## config.mk

```make
export PLATFORM = sky130hd
export DESIGN_NAME = pipe_skid_reg
export DESIGN_NICKNAME = d
export VERILOG_FILES = /design/src/rtl/pipe_skid_reg.sv
export SDC_FILE = /design/constraint.sdc
export NUM_CORES = 1
export LEC_CHECK = 0
export CAP_MARGIN = 5
export CORE_MARGIN = 2
export CORE_UTILIZATION = 30
export DETAILED_ROUTE_END_ITERATION = 8
export GPL_TIMING_DRIVEN = 0
export PLACE_DENSITY = 0.49
export SYNTH_ARGS = -nofsm -noshare
export SYNTH_HDL_FRONTEND = slang
export SYNTH_SLANG_ARGS = --single-unit
export TNS_END_PERCENT = 5
```

## constraint.sdc

```tcl
create_clock -name clk -period 2.3 [get_ports clk]
set_clock_uncertainty 0.05 [all_clocks]
set_input_delay 0.23 -clock clk [delete_from_list [all_inputs] [get_ports clk]]
set_output_delay 0.23 -clock clk [all_outputs]
set_load 0.005 [all_outputs]
```

## src/rtl/pipe_skid_reg.sv

```systemverilog
// Purpose : registered pipeline stage with a one-entry skid buffer and a saturating stall counter.
// Latency : one cycle from accept to out_*; in_ready comes straight from a flop, so it never depends combinationally on out_ready.
// Backpressure: a second entry parks in skid while main is stalled; in_ready drops only when skid is occupied.
//
// Ports:
//   clk, reset (async active-low), flush (sync kill of held entries)
//   in_valid/in_ready/in_ctrl/in_data    upstream handshake + payload
//   out_valid/out_ready/out_ctrl/out_data downstream handshake + payload (driven from main)
//   stall_cnt                            saturating count of out_valid & !out_ready cycles
module pipe_skid_reg #(
  parameter int                 DATA_W   = 8,
  parameter int                 CTRL_W   = 8,
  parameter logic [CTRL_W-1:0]  CTRL_RST = {CTRL_W{1'b0}},
  parameter int                 CNT_W    = 8
) (
  input  logic              clk,
  input  logic              reset,
  input  logic              flush,
  input  logic              in_valid,
  output logic              in_ready,
  input  logic [CTRL_W-1:0] in_ctrl,
  input  logic [DATA_W-1:0] in_data,
  output logic              out_valid,
  input  logic              out_ready,
  output logic [CTRL_W-1:0] out_ctrl,
  output logic [DATA_W-1:0] out_data,
  output logic [CNT_W-1:0]  stall_cnt
);

  localparam logic [CNT_W-1:0] CNT_MAX = {CNT_W{1'b1}};
  localparam logic [CNT_W-1:0] CNT_ONE = CNT_W'(1);

  logic              r_main_vld;
  logic [CTRL_W-1:0] r_main_ctrl;
  logic [DATA_W-1:0] r_main_data;
  logic              r_skid_vld;
  logic [CTRL_W-1:0] r_skid_ctrl;
  logic [DATA_W-1:0] r_skid_data;
  logic [CNT_W-1:0]  r_stall_cnt;

  logic w_accept;
  logic w_release;
  logic w_stall;

  // skid can only be occupied while main is occupied, so in_ready low
  // always implies a full stage.
  assign w_accept  = in_valid & ~r_skid_vld;
  assign w_release = r_main_vld & out_ready;
  assign w_stall   = r_main_vld & ~out_ready;

  assign in_ready  = ~r_skid_vld;
  assign out_valid = r_main_vld;
  assign out_ctrl  = r_main_ctrl;
  assign out_data  = r_main_data;
  assign stall_cnt = r_stall_cnt;

  // Entry storage. out_ctrl is forced to the bubble code whenever main
  // empties so downstream sees a harmless control word; out_data is left
  // alone in that case to avoid needless toggling.
  always_ff @(posedge clk or negedge reset) begin
    if (!reset) begin
      r_main_vld  <= 1'b0;
      r_main_ctrl <= CTRL_RST;
      r_main_data <= '0;
      r_skid_vld  <= 1'b0;
      r_skid_ctrl <= '0;
      r_skid_data <= '0;
    end else if (flush) begin
      // flush beats any simultaneous accept/release; the incoming entry is lost
      r_main_vld  <= 1'b0;
      r_skid_vld  <= 1'b0;
      r_main_ctrl <= CTRL_RST;
    end else if (w_release) begin
      if (r_skid_vld) begin
        // in_ready is low here, so no accept can coincide with the drain
        r_main_ctrl <= r_skid_ctrl;
        r_main_data <= r_skid_data;
        r_skid_vld  <= 1'b0;
      end else if (w_accept) begin
        r_main_ctrl <= in_ctrl;
        r_main_data <= in_data;
      end else begin
        r_main_vld  <= 1'b0;
        r_main_ctrl <= CTRL_RST;
      end
    end else if (w_accept) begin
      if (!r_main_vld) begin
        r_main_vld  <= 1'b1;
        r_main_ctrl <= in_ctrl;
        r_main_data <= in_data;
      end else begin
        r_skid_vld  <= 1'b1;
        r_skid_ctrl <= in_ctrl;
        r_skid_data <= in_data;
      end
    end
  end

  // Stall counter ignores flush: it measures downstream backpressure seen
  // on the wire, not what happens to the entries afterwards.
  always_ff @(posedge clk or negedge reset) begin
    if (!reset) begin
      r_stall_cnt <= '0;
    end else if (w_stall && (r_stall_cnt != CNT_MAX)) begin
      r_stall_cnt <= r_stall_cnt + CNT_ONE;
    end
  end

endmodule
```

==> results.cfg <==
[floorplanning]
die_w_um = 84.09
fp.coreArea_um2 = 6277
die-area_um2 = 7071
start_util_pct = 30.66
fp.dieH_um = 84.09
fp-row-count = 29
io_pins = 47

[clock_network]
cts_htree_levels = 2
cts_buffer_depth = 2
post-cts-setup-buffers = 0
clk_pin_slew_ns = 0.08
cts_root_buf = clkbuf_8
cts-hold-fix-buffers = 1
postCtsResizedCells = 0
insertion_delay_ns = 0.29
cts_sinks = 42
cts-buffers-inserted = 5
tritoncts = done

[global_routing]
grt_overflow = 0
grt_use_total_pct = 12.80
grt_antenna_before_repair = 0
grt_pass1_vias = 1403
grt_pass1_wl_um = 7196
grt_max_degree = 23

[layout]
drive_above_1_share_pct = 18.31
final_common_cell = clkdlybuf4s50_1
nFillCells = 573
fin_nets = 234
area_growth_pct = 35.37
layout_common_cells = 45 x clkdlybuf4s50_1, 42 x dfrtp_1, 21 x nand2_1
final_area_um2 = 2605
postLayoutCoreUtil_pct = 41.50
antenna_cells = 0

[route]
drtIter0Drc = 57
route.detailed.drc = 0
finalWirelength_um = 4182
ant_nets = 0
wire_per_inst_um = 14.42
viasPerCell = 4.807
num_vias = 1394
drt_pre_antenna_iters = 4

[sta]
tightest_slew_ns = 0.6141
max_freq_ghz = 0.5666
finalSetupViolCount = 0
final_max_slew_viol_count = 0
setup_tns_ns = 0
max-slew-margin-rel_pct = 58.91
rsz0062_at_grt = false
hold_violations = 0
period_share_pct = 76.74
fin_crit_ns = 1.765

[placed_design]
place_area_um2 = 2504
io_buffers = 46
gp_congestion = 0.7349
place_hpwl_um = 3025

[power_and_ir_drop]
power_mw = 2.016
p_per_area_nw_per_um2 = 773.8
leakage_nw = 1.090
max-vdd-ir-drop_mv = 0.3737

[setup_path]
r2r_slack_ns = 0.57
crit_arrival_ns = 1.90
path_class = primary input to register
critPathMaxFanout = 10
end_kind = register
critPathLaunchType = primary input
required_ns = 2.43

[synthesis]
synth_cell_type_count = 32
yosysWarnings = 0
synth_nets = 179
netlist_area_um2 = 1924
syn_inst = 157
ys_seq_area_share_pct = 54.62
syn_area_per_cell_um2 = 12.26
synth-seq-cells = 42

[worst_hold_path]
hold_class = primary input to asynchronous set/reset pin

[flow_run]
maxCapViolations = 0

[run_status]
status = completed
==> layer usage <==
metal  global-route usage (%)  part of all wire (%)  vias up
li1                         -                     -      673
met1                    17.30                    47      685
met2                    19.77                    46       30
met3                    3.759                   4.9        6
met4                    3.959                   1.4        0
met5                        0                     0        -
==> report_power, final <==
part / switching, mW / total (mW) / internal, mW / leakage [nW]
clock network: 0.248 / 0.490 / 0.242 / 0.0482
logic: 0.172 / 0.507 / 0.335 / 0.520
registers: 0.121 / 1.02 / 0.898 / 0.521
==> registers in the layout, summed over array words and instances, names as in the netlist <==
name,flops
out_valid,1
r_skid_data,8
r_skid_vld,1
stall_cnt,8
out_data,8
out_ctrl,8
r_skid_ctrl,8
==> final cells by class <==
type | count | area, µm² | share of cell area (%)
Multi-Input combinational cell | 108 | 812.0 | 31.17
Timing Repair Buffer | 48 | 493.0 | 18.92
Tap cell | 77 | 96.34 | 3.698
Inverter | 2 | 7.507 | 0.2882
Buffer | 5 | 53.80 | 2.065
Sequential cell | 42 | 1051 | 40.35
Clock buffer | 7 | 86.33 | 3.314
Clock inverter | 1 | 5.005 | 0.1921
==> critical path, cell delays in order <==
cell	delay [ns]
clkdlybuf4s50_1	0.56
nand2b_4	0.23
nor3_4	0.36
buf_12	0.21
mux2_4	0.30
==> through the flow <==
step / cells / hold slack (ns) / worst slack (ns)
floorplan: 157 / -0.1156 / 0.7377
global placement: 280 / 0.4271 / -0.1945
detailed placement: 281 / 0.1943 / 0.2125
CTS: 290 / 0.4049 / 0.5227
global route: 290 / 0.4285 / 0.4724
finish: 290 / 0.3863 / 0.5350
==> kinds of logic (layout without fill, tap and decap cells) <==
group	Yosys count	count (layout)	share of synthesized area, %
muxes	18	18	12.48
AOI/OAI and AO/OA	35	35	13.85
xor gates and xnor gates	4	4	1.821
adders and majority gates	1	1	0.6501
and+or+nand+nor	50	50	13.39
buffers and inverters	7	63	3.186
DFF	42	42	54.62
==> Yosys cell counts (all sizes together) <==
cell type	instances	area (µm²)
nor2b	2	20.02
nor3	2	21.27
nand3	5	25.02
nand2b	3	33.79
o2bb2ai	8	70.07
a22oi	8	60.06
inv	2	7.510
ha	1	12.51
mux2	18	240.2
dfrtp	42	1051
nand2	21	78.83
a31oi	9	68.81
and3	1	6.260
buf	5	53.80
xnor2	2	17.52
a21oi	5	25.02
nor2	14	60.06
nand4	2	12.51
o21ai	3	15.01
a211oi	2	27.53
xor2	2	17.52
==> final timing paths <==
| path | to | depth (start not counted) | startpoint |
|---|---|---|---|
| max in group asynchronous | r_skid_ctrl[2] | 3 | reset |
| hold / removal | stall_cnt[0] | 2 | reset |
| setup / recovery | r_skid_ctrl[4] | 5 | out_ready |
| min in group clk | out_ctrl[4] | 1 | out_ctrl[4] |
| hold reg to reg | out_ctrl[4] | 1 | out_ctrl[4] |
| setup reg to reg | r_skid_ctrl[4] | 4 | r_skid_vld |
No activity file was read; power rests on OpenSTA's default activity.
